`src/rtl/pwm_seq_pkg.sv`:
```
// Shared types and default constants for the PWM speed sequencer.
// Imported by the interface, the debouncer and the top level.
package pwm_seq_pkg;

  typedef enum logic [1:0] {
    IDLE,
    RAMP,
    HOLD,
    STOP
  } state_t;

  localparam int DEF_SPEED_W    = 3;
  localparam int DEF_SPEED_MAX  = 7;
  localparam int DEF_DEBOUNCE   = 16;
  localparam int DEF_RAMP_TICKS = 1024;

  // Counter width able to hold 0..n-1, never narrower than one bit.
  function automatic int cnt_width(input int n);
    return (n > 1) ? $clog2(n) : 1;
  endfunction

endpackage

```
`src/rtl/pwm_speed_sequencer_if.sv`:
```
// Sequencer-to-PWM-generator bundle: speed code, enable and status.
// master drives it, slave (the generator / observers) reads it.
interface pwm_speed_sequencer_if
  import pwm_seq_pkg::*;
#(
  parameter int SPEED_W = DEF_SPEED_W
);

  logic [SPEED_W-1:0] speed;
  logic               enable;
  logic [SPEED_W-1:0] target;
  logic               busy;

  modport master (
    output speed,
    output enable,
    output target,
    output busy
  );

  modport slave (
    input speed,
    input enable,
    input target,
    input busy
  );

endinterface

```
`src/rtl/pwm_speed_sequencer_btn_debounce.sv`:
```
// Push-button conditioner: 2-flop synchroniser, mismatch-count
// debounce and a registered one-cycle press pulse.
module btn_debounce
  import pwm_seq_pkg::*;
#(
  parameter int DEBOUNCE_CYCLES = DEF_DEBOUNCE
) (
  input  logic clk,
  input  logic rst_n,
  input  logic raw,
  output logic press
);

  localparam int CW = cnt_width(DEBOUNCE_CYCLES);
  localparam logic [CW-1:0] C_LAST =
    CW'(DEBOUNCE_CYCLES - 1);
  localparam logic [CW-1:0] C_ONE = CW'(1);

  logic          sync_a;
  logic          sync_b;
  logic          stable;
  logic          stable_q;
  logic [CW-1:0] cnt;

  always_ff @(posedge clk or negedge rst_n) begin
    if (!rst_n) begin
      sync_a   <= 1'b0;
      sync_b   <= 1'b0;
      stable   <= 1'b0;
      stable_q <= 1'b0;
      cnt      <= '0;
      press    <= 1'b0;
    end else begin
      sync_a   <= raw;
      sync_b   <= sync_a;
      stable_q <= stable;
      press    <= stable & ~stable_q;
      if (sync_b != stable) begin
        if (cnt == C_LAST) begin
          stable <= sync_b;
          cnt    <= '0;
        end else begin
          cnt <= cnt + C_ONE;
        end
      end else begin
        cnt <= '0;
      end
    end
  end

endmodule

```
`src/rtl/pwm_speed_sequencer.sv`:
```
// Button-driven soft-start/soft-stop speed sequencer feeding
// the PWM generator's speed code and enable.
module pwm_speed_sequencer
  import pwm_seq_pkg::*;
#(
  parameter int DEBOUNCE_CYCLES = DEF_DEBOUNCE,
  parameter int RAMP_TICKS      = DEF_RAMP_TICKS,
  parameter int SPEED_W         = DEF_SPEED_W,
  parameter int SPEED_MAX       = DEF_SPEED_MAX
) (
  input  logic                  clk,
  input  logic                  rst_n,
  input  logic                  btn_up,
  input  logic                  btn_dn,
  input  logic                  btn_run,
  input  logic                  estop,
  pwm_speed_sequencer_if.master pwm
);

  localparam int TW = cnt_width(RAMP_TICKS);
  localparam logic [TW-1:0] T_LAST = TW'(RAMP_TICKS - 1);
  localparam logic [TW-1:0] T_ONE  = TW'(1);
  localparam logic [SPEED_W-1:0] S_MAX = SPEED_W'(SPEED_MAX);
  localparam logic [SPEED_W-1:0] S_ONE = SPEED_W'(1);

  logic               up_p;
  logic               dn_p;
  logic               run_p;
  logic [1:0]         es_sync;
  logic               estop_s;
  logic               run_req;
  logic [SPEED_W-1:0] target_q;
  logic [SPEED_W-1:0] speed_q;
  logic [SPEED_W-1:0] speed_n;
  logic [TW-1:0]      tick_cnt;
  logic               tick;
  logic               busy;
  logic               enter;
  logic               inc;
  logic               dec;
  state_t             state;
  state_t             state_n;

  btn_debounce #(
    .DEBOUNCE_CYCLES(DEBOUNCE_CYCLES)
  ) u_up (
    .clk  (clk),
    .rst_n(rst_n),
    .raw  (btn_up),
    .press(up_p)
  );

  btn_debounce #(
    .DEBOUNCE_CYCLES(DEBOUNCE_CYCLES)
  ) u_dn (
    .clk  (clk),
    .rst_n(rst_n),
    .raw  (btn_dn),
    .press(dn_p)
  );

  btn_debounce #(
    .DEBOUNCE_CYCLES(DEBOUNCE_CYCLES)
  ) u_run (
    .clk  (clk),
    .rst_n(rst_n),
    .raw  (btn_run),
    .press(run_p)
  );

  // estop must act fast, so it is synchronised but not debounced.
  always_ff @(posedge clk or negedge rst_n) begin
    if (!rst_n) begin
      es_sync <= 2'b00;
    end else begin
      es_sync <= {es_sync[0], estop};
    end
  end

  assign estop_s = es_sync[1];

  assign inc = up_p & ~dn_p & (target_q < S_MAX);
  assign dec = dn_p & ~up_p & (target_q != '0);

  always_ff @(posedge clk or negedge rst_n) begin
    if (!rst_n) begin
      target_q <= '0;
    end else if (!estop_s) begin
      if (inc) begin
        target_q <= target_q + S_ONE;
      end else if (dec) begin
        target_q <= target_q - S_ONE;
      end
    end
  end

  always_ff @(posedge clk or negedge rst_n) begin
    if (!rst_n) begin
      run_req <= 1'b0;
    end else if (estop_s) begin
      run_req <= 1'b0;
    end else if (run_p) begin
      run_req <= ~run_req;
    end
  end

  assign busy  = (state == RAMP) || (state == STOP);
  assign tick  = busy && (tick_cnt == T_LAST);
  assign enter = (state_n != state) &&
                 ((state_n == RAMP) || (state_n == STOP));

  always_ff @(posedge clk or negedge rst_n) begin
    if (!rst_n) begin
      tick_cnt <= '0;
    end else if (enter) begin
      tick_cnt <= '0;
    end else if (busy) begin
      tick_cnt <= tick ? '0 : tick_cnt + T_ONE;
    end
  end

  always_ff @(posedge clk or negedge rst_n) begin
    if (!rst_n) begin
      state   <= IDLE;
      speed_q <= '0;
    end else begin
      state   <= state_n;
      speed_q <= speed_n;
    end
  end

  // Target never exceeds SPEED_MAX, so stepping toward it
  // cannot wrap in either direction.
  always_comb begin
    state_n = state;
    speed_n = speed_q;
    if (estop_s) begin
      state_n = IDLE;
      speed_n = '0;
    end else begin
      unique case (state)
        IDLE: begin
          speed_n = '0;
          if (run_req) begin
            state_n = RAMP;
          end
        end
        RAMP: begin
          if (!run_req) begin
            state_n = STOP;
          end else if (speed_q == target_q) begin
            state_n = HOLD;
          end else if (tick) begin
            if (speed_q < target_q) begin
              speed_n = speed_q + S_ONE;
            end else begin
              speed_n = speed_q - S_ONE;
            end
          end
        end
        HOLD: begin
          if (!run_req) begin
            state_n = STOP;
          end else if (target_q != speed_q) begin
            state_n = RAMP;
          end
        end
        STOP: begin
          if (run_req) begin
            state_n = RAMP;
          end else if (speed_q == '0) begin
            state_n = IDLE;
          end else if (tick) begin
            speed_n = speed_q - S_ONE;
          end
        end
        default: begin
          state_n = IDLE;
          speed_n = '0;
        end
      endcase
    end
  end

  assign pwm.speed  = speed_q;
  assign pwm.enable = (state != IDLE);
  assign pwm.target = target_q;
  assign pwm.busy   = busy;

endmodule
```
`src/flat_wrapper.sv`:
```
// flat-port wrapper written by rule: the top's interface ports become plain ports
module pwm_speed_sequencer_flat import pwm_seq_pkg::*;
#(
  parameter int DEBOUNCE_CYCLES = DEF_DEBOUNCE,
  parameter int RAMP_TICKS      = DEF_RAMP_TICKS,
  parameter int SPEED_W         = DEF_SPEED_W,
  parameter int SPEED_MAX       = DEF_SPEED_MAX
)
  (clk, rst_n, btn_up, btn_dn, btn_run, estop, pwm_speed, pwm_enable, pwm_target, pwm_busy);
  pwm_speed_sequencer_if #(.SPEED_W(SPEED_W)) pwm_i ();
  input  logic clk;
  input  logic rst_n;
  input  logic btn_up;
  input  logic btn_dn;
  input  logic btn_run;
  input  logic estop;
  output wire logic [$bits(pwm_i.speed)-1:0] pwm_speed;
  output wire logic [$bits(pwm_i.enable)-1:0] pwm_enable;
  output wire logic [$bits(pwm_i.target)-1:0] pwm_target;
  output wire logic [$bits(pwm_i.busy)-1:0] pwm_busy;
  assign pwm_speed = pwm_i.speed;
  assign pwm_enable = pwm_i.enable;
  assign pwm_target = pwm_i.target;
  assign pwm_busy = pwm_i.busy;
  pwm_speed_sequencer #(.DEBOUNCE_CYCLES(DEBOUNCE_CYCLES), .RAMP_TICKS(RAMP_TICKS), .SPEED_W(SPEED_W), .SPEED_MAX(SPEED_MAX)) u_core (.clk(clk), .rst_n(rst_n), .btn_up(btn_up), .btn_dn(btn_dn), .btn_run(btn_run), .estop(estop), .pwm(pwm_i));
endmodule
```
`config.mk`:
```
export PLATFORM = sky130hd
export DESIGN_NAME = pwm_speed_sequencer_flat
export DESIGN_NICKNAME = d
export VERILOG_FILES = /design/src/rtl/pwm_seq_pkg.sv /design/src/rtl/pwm_speed_sequencer_if.sv /design/src/rtl/pwm_speed_sequencer_btn_debounce.sv /design/src/rtl/pwm_speed_sequencer.sv /design/src/flat_wrapper.sv
export SDC_FILE = /design/constraint.sdc
export NUM_CORES = 1
export LEC_CHECK = 0
export CORE_ASPECT_RATIO = 0.5
export CORE_MARGIN = 2
export CORE_UTILIZATION = 59
export CTS_CLUSTER_DIAMETER = 60
export CTS_CLUSTER_SIZE = 12
export DETAILED_ROUTE_END_ITERATION = 16
export GPL_ROUTABILITY_DRIVEN = 0
export GPL_TIMING_DRIVEN = 0
export PLACE_DENSITY = 0.79
export SYNTH_ARGS = -nofsm -noshare
export SYNTH_HDL_FRONTEND = slang
export SYNTH_SLANG_ARGS = --single-unit
```
`constraint.sdc`:
```
create_clock -name clk -period 2.7 [get_ports clk]
set_clock_uncertainty 0.2 [all_clocks]
set_input_delay 0.27 -clock clk [delete_from_list [all_inputs] [get_ports clk]]
set_output_delay 0.27 -clock clk [all_outputs]
set_load 0.02 [all_outputs]
```
==> results of run 1 <==
[routing by layer]
metal / up-vias / routed length (µm) / part of all wire
met4: 0 / 51 / 0.012
met3: 6 / 151 / 0.034
li1: 865 / - / -
met1: 857 / 2070 / 0.47
met2: 30 / 2110 / 0.48
met5: - / 0 / 0
[cells by family (layout without fill, tap and decap cells)]
logic type	count (synthesis)	count (layout)	synth area share
and+or+nand+nor	78	78	0.179
AOI/OAI and AO/OA	48	48	0.138
DFF	48	48	0.485
buffers and inverters	21	45	0.0389
adders and majority gates	17	17	0.0879
xor gates and xnor gates	14	14	0.0495
muxes	5	5	0.0222
[worst max path at each step]
stage | start | end | slack [ns] | cells past startpoint
finish | u_core.state[1]$_DFF_PN0_ | pwm_busy | 0.13 | 5
global route | u_core.state[1]$_DFF_PN0_ | pwm_busy | 0.02 | 5
CTS | u_core.state[1]$_DFF_PN0_ | pwm_busy | 0.03 | 5
detailed placement | u_core.state[1]$_DFF_PN0_ | pwm_busy | 0.26 | 5
global placement | rst_n | u_core.state[1]$_DFF_PN0_ | -0.1 | 1
floorplan | u_core.pwm.target[1]$_DFFE_PN0P_ | u_core.pwm.speed[0]$_DFFE_PN0P_ | 0.42 | 7
[worst max-delay path, stage by stage, from the launching register on]
cell	delay, ns
dfrtp_1	0.47
inv_1	0.15
ha_1	0.27
nor2_4	0.19
clkinv_2	0.16
clkdlybuf4s50_1	0.57
[cell type report]
type                            count  area [µm²]
Fill cell                         297        1160
Timing Repair Buffer               16         163
Tap cell                           54        67.6
Sequential cell                    48        1200
Clock inverter                      2        13.8
Buffer                              5        36.3
Inverter                           16        61.3
Multi-Input combinational cell    162        1180
Clock buffer                        6        82.6
[placed cells by master (no fill, tap or decap), types with 7 or more instances in the layout]
cell             instances
o21ai_0                  9
xnor2_1                 10
inv_1                   14
ha_1                    15
nand2_1                 13
a21oi_1                 14
dfrtp_1                 48
nor2b_1                  7
nor2_1                  20
nand3_1                  9
clkdlybuf4s50_1         12
[flip-flops by register name, summed over array words and instances (netlist names), 2 cells and up]
name / count
u_core.pwm.target: 3
u_core.u_up.cnt: 4
u_core.u_dn.cnt: 4
u_core.state: 2
u_core.pwm.speed: 3
u_core.u_run.cnt: 4
u_core.es_sync: 2
u_core.tick_cnt: 10
[repair_timing]
item,4_1_cts,5_1_grt
cloned,0,0
pin swaps,0,1
hold buffers,1,0
gates resized for setup,1,0
buffers inserted,0,1
hold endpoints to repair,48,0
setup endpoints to repair,1,1
[power by group]
group / switching [W] / internal, W / leakage (nW)
Sequential: 0.0000204 / 0.000739 / 0.644
Combinational: 0.0000475 / 0.0000402 / 0.524
Clock: 0.000240 / 0.000210 / 0.0516
[metrics by stage]
| stage | util | setup TNS, ns |
|---|---|---|
| final | 0.708 | 0 |
| after floorplan | - | 0 |
| after global routing | 0.708 | 0 |
| after detailed placement | 0.679 | 0 |
| after global placement | 0.675 | -4.60 |
| after CTS | 0.706 | 0 |
==> results.sh, run 1 <==
export IMPL_die_x_um=95.6
export IMPL_path_class="flop to output port"
export IMPL_min_to="u_core.u_run.sync_b$_DFF_PN0_"
export IMPL_hold_class="flop to flop"
export IMPL_r2r_end="u_core.tick_cnt[5]$_DFFE_PN0P_"
export IMPL_clockBufferDepth=2
export IMPL_clock_latency_ns=0.30
export IMPL_hold_depth=0
export IMPL_synth_cell_area_um2=2480
export IMPL_port_buffers=13
export IMPL_wirelength_um=4390
export IMPL_synth_seq_area_share=0.485
export IMPL_grtUsageMet3=0.0505
export IMPL_grt_max_degree=38
export IMPL_hold_violations=0
export IMPL_p_total_w=0.00130
export IMPL_final_nets=276
export IMPL_drt_first_pass_iters=4
export IMPL_p_per_area_nw_per_um2=462
export IMPL_antenna_found_initial=0
export IMPL_place_hpwl_um=3140
export IMPL_via_per_inst=5.69
export IMPL_dr_total_vias=1758
export IMPL_grt_pass1_vias=1674
export IMPL_syn_inst=231
export IMPL_synth_edf_count=0
export IMPL_startpoint_type="flop"
export IMPL_yosysMostFrequentCell="dfrtp_1"
export IMPL_leakagePower_nw=1.22
export IMPL_drive_above_1_share=0.133
export IMPL_yosys_top_cells_area="dfrtp_1, ha_1, xnor2_1, nor2_1, a21oi_1"
export IMPL_setup_viol=0
export IMPL_synth_cell_type_count=56
export IMPL_yosysWarnings=0
export IMPL_ant_nets=0
export IMPL_cts_max_level=2
export IMPL_top_usage_layer="met2"
export IMPL_cts_tree="done"
export IMPL_synth_flop_cell="dfrtp_1"
export IMPL_drtIter0Drc=108
export IMPL_async_flop_share=1.00
export IMPL_worstHoldStart="u_core.u_run.sync_a$_DFF_PN0_"
export IMPL_slew_headroom=0.751
export IMPL_r2r_cells=8
export IMPL_place_inst=299
export IMPL_synthTopCellsByCount="dfrtp_1, nor2_1, ha_1, a21oi_1, inv_1"
export IMPL_cts_buffers=5
export IMPL_clk_pin_slew_ns=0.09
export IMPL_required_ns=2.23
export IMPL_final_area_um2=2810
export IMPL_fmax_mhz=389
export IMPL_tightest_slew_ns=0.364
export IMPL_met1_usage=0.282
export IMPL_avgSynthCellArea_um2=10.7
export IMPL_drc_errors=0
export IMPL_synthToLayoutAreaGrowth_pct=13.2
export IMPL_status="finished, final reports clean"
export IMPL_syn_nets=253
export IMPL_grt_pass1_wl_um=7570
export IMPL_grt_util_met2=0.334
export IMPL_period_share=0.952
export IMPL_worstPathMaxFanout=8
export IMPL_start_util=0.625
export IMPL_cap_violations=0
export IMPL_fin_cells=309
export IMPL_rsz0062_at_grt="false"
export IMPL_pin_count=14
export IMPL_antenna_cells=0
export IMPL_cts_sinks=48
export IMPL_synth_seq_cells=48
export IMPL_setup_ws_ns=0.129
export IMPL_arrival_ns=2.10
export IMPL_grt_overflow=0
export IMPL_ir_drop_v=0.000443
export IMPL_place_area_um2=2690
export IMPL_wl_per_cell_um=14.2
export IMPL_r2r_start="u_core.state[0]$_DFF_PN0_"
export IMPL_root_buffer="clkbuf_8"
export IMPL_synth_top_area_share=0.485
export IMPL_finalCriticalPeriod_ns=2.57
export IMPL_reg2reg_slack_ns=0.29
export IMPL_rows=16
export IMPL_die_y_um=49.8
export IMPL_report_final_slew_viol_count=0
export IMPL_die_area_um2=4760
export IMPL_netlist_top_cell_by_area="dfrtp_1"
export IMPL_coreArea_um2=3960
export IMPL_critPathCaptureType="output port"
export IMPL_track_usage=0.209
export IMPL_dp_slack_ns=0.257
export IMPL_hold_ws_ns=0.157
Note: power is estimated with default switching activity, not from simulation.
==> run 2: changes to the inputs <==
SKIP_LAST_GASP = 1   (was unset)
==> results of run 2 <==
Final layout, timing and power as in run 1 (identical DEF).
==> run 3: changes to the inputs <==
CORE_MARGIN = unset   (was 2)
==> results.sh, run 3 (same netlist as run 1, synthesis figures left out) <==
export IMPL_status="finished, final reports clean"
export IMPL_max_flop_register="u_core.tick_cnt"
export IMPL_cts_buffers=5
export IMPL_tightest_slew_ns=0.563
export IMPL_die_x_um=93.6
export IMPL_drive_above_1_share=0.130
export IMPL_cp_top_family="simple AND/OR/NAND/NOR gates"
export IMPL_power_frac_comb=0.069
export IMPL_hold_violations=0
export IMPL_wl_per_cell_um=14.2
export IMPL_finalCriticalPeriod_ns=2.39
export IMPL_layout_commonest_cell="dfrtp_1"
export IMPL_worst_path_buf_inv=1
export IMPL_period_share=0.884
export IMPL_drt_first_pass_iters=4
export IMPL_die_area_um2=4480
export IMPL_pwr_share_seq=0.586
export IMPL_r2r_end="u_core.pwm.speed[0]$_DFFE_PN0P_"
export IMPL_layout_common_cells="dfrtp_1, nor2_1, ha_1, inv_1, a21oi_1"
export IMPL_grt_max_degree=26
export IMPL_wirelength_um=4380
export IMPL_critPathCaptureType="flop"
export IMPL_rows=16
export IMPL_cts_max_level=2
export IMPL_path_class="flop to flop"
export IMPL_fmax_mhz=419
export IMPL_start_util=0.625
export IMPL_power_switching_w=0.000305
export IMPL_drc_errors=0
export IMPL_grt_pass1_wl_um=7160
export IMPL_report_final_slew_viol_count=0
export IMPL_switching_share=0.235
export IMPL_place_hpwl_um=3180
export IMPL_setup_viol=0
export IMPL_p_per_area_nw_per_um2=461
export IMPL_path_cells="inv_1 > ha_1 > and3_1 > o21ai_1 > o2111ai_2 > or4_1 > a21oi_1"
export IMPL_intPower_w=0.000990
export IMPL_final_nets=275
export IMPL_root_buffer="clkbuf_8"
export IMPL_clock_latency_ns=0.30
export IMPL_tns_ns=0
export IMPL_r2r_start="u_core.pwm.target[1]$_DFFE_PN0P_"
export IMPL_fillers=293
export IMPL_cap_violations=0
export IMPL_place_inst=299
export IMPL_worstPathMaxFanout=6
export IMPL_path_depth=7
export IMPL_hold_depth=0
export IMPL_fin_cells=308
export IMPL_startpoint_type="flop"
export IMPL_hold_class="flop to flop"
export IMPL_r2r_cells=7
export IMPL_utilization=0.708
export IMPL_grt_pass1_vias=1600
export IMPL_pwr_share_clk=0.345
export IMPL_slowest_stage="dfrtp_1"
export IMPL_clockBufferDepth=2
export IMPL_grt_overflow=0
export IMPL_pin_count=14
export IMPL_leakagePower_nw=1.24
export IMPL_largest_reg_flops=10
export IMPL_coreArea_um2=3960
export IMPL_synthToLayoutAreaGrowth_pct=13.3
export IMPL_reg2reg_slack_ns=0.31
export IMPL_ir_drop_v=0.000462
export IMPL_cts_setup_buffers=0
export IMPL_via_per_inst=5.78
export IMPL_dr_total_vias=1779
export IMPL_track_usage=0.219
export IMPL_port_buffers=13
export IMPL_die_y_um=47.8
export IMPL_slew_headroom=0.625
export IMPL_critical_path_startpoint="u_core.pwm.target[1]$_DFFE_PN0P_"
export IMPL_critical_path_endpoint="u_core.pwm.speed[0]$_DFFE_PN0P_"
export IMPL_drtIter0Drc=90
export IMPL_slowest_delay_ns=0.45
export IMPL_rsz0062_at_grt="false"
export IMPL_clk_pin_slew_ns=0.09
export IMPL_antenna_cells=0
export IMPL_antenna_found_initial=0
export IMPL_cts_tree="done"
export IMPL_ant_nets=0
export IMPL_required_ns=2.74
export IMPL_arrival_ns=2.42
export IMPL_cts_sinks=48
[run 3: changes by cell type in the layout (fill, tap and decap cells not counted)]
cell / delta
buf_12: -1
buf_16: +1
buf_4: -1
clkdlybuf4s50_1: -1
dlymetal6s2s_1: +1
[run 3: layer usage]
| layer | up-vias | wire (µm) | track usage |
|---|---|---|---|
| met5 | - | 0 | 0 |
| met4 | 0 | 59 | 0.0923 |
| met3 | 8 | 205 | 0.0524 |
| met2 | 47 | 2100 | 0.390 |
| met1 | 857 | 2020 | 0.271 |
| li1 | 867 | - | - |
[run 3: worst min-delay path by stage]
stage	start	endpoint	slack (ns)
after floorplan	rst_n	u_core.es_sync[0]$_DFF_PN0_	-0.23
after global placement	u_core.u_run.sync_a$_DFF_PN0_	u_core.u_run.sync_b$_DFF_PN0_	0.13
after detailed placement	rst_n	u_core.state[1]$_DFF_PN0_	0.09
after CTS	u_core.u_run.sync_a$_DFF_PN0_	u_core.u_run.sync_b$_DFF_PN0_	0.16
after global routing	u_core.u_run.sync_a$_DFF_PN0_	u_core.u_run.sync_b$_DFF_PN0_	0.16
final	u_core.u_run.sync_a$_DFF_PN0_	u_core.u_run.sync_b$_DFF_PN0_	0.16
[run 3: worst register-to-register path, delay by kind of cell, from the launching register on]
family / cells / cell delay [ns]
buffers and inverters: 1 / 0.09
adders and majority gates: 1 / 0.35
AOI/OAI and AO/OA: 3 / 0.58
and+or+nand+nor: 2 / 0.66
DFF: 1 / 0.45
[run 3: final cells by class]
| cell class | instances | area [µm²] | area share |
|---|---|---|---|
| inverter | 16 | 61.3 | 0.0218 |
| sequential | 48 | 1200 | 0.428 |
| multi-input combinational | 162 | 1180 | 0.420 |
| tap | 54 | 67.6 | 0.0241 |
| buffer | 5 | 36.3 | 0.0129 |
| clock inverter | 2 | 13.8 | 0.00490 |
| clock buffer | 6 | 82.6 | 0.0294 |
| timing repair buffer | 15 | 165 | 0.0588 |
[run 3: what timing repair did]
| action | in CTS | in global routing |
|---|---|---|
| hold buffers | 1 | 0 |
| setup endpoints to repair | 1 | 1 |
| pin swaps | 0 | 1 |
| hold endpoints to repair | 23 | 0 |
| resized for setup | 1 | 1 |
[run 3: through the flow]
| stage | instance area, µm² | setup slack [ns] | power [W] | hold slack, ns |
|---|---|---|---|---|
| 2_1_floorplan | 2480 | 0.421 | 0.000819 | -0.226 |
| 3_3_place_gp | 2680 | -0.0906 | 0.000854 | 0.131 |
| 3_5_place_dp | 2700 | 0.260 | 0.000863 | 0.0934 |
| 4_1_cts | 2810 | 0.0243 | 0.00131 | 0.159 |
| 5_1_grt | 2810 | 0.170 | 0.00135 | 0.164 |
| 6_report | 2810 | 0.312 | 0.00129 | 0.156 |
[run 3: power groups by stage]
stage	registers [W]	clock network [W]	logic, W
floorplan	0.000770	0	0.0000494
global placement	0.000771	0	0.0000822
detailed placement	0.000773	0	0.0000902
CTS	0.000758	0.000460	0.0000920
global route	0.000762	0.000482	0.000104
finish	0.000758	0.000446	0.0000899
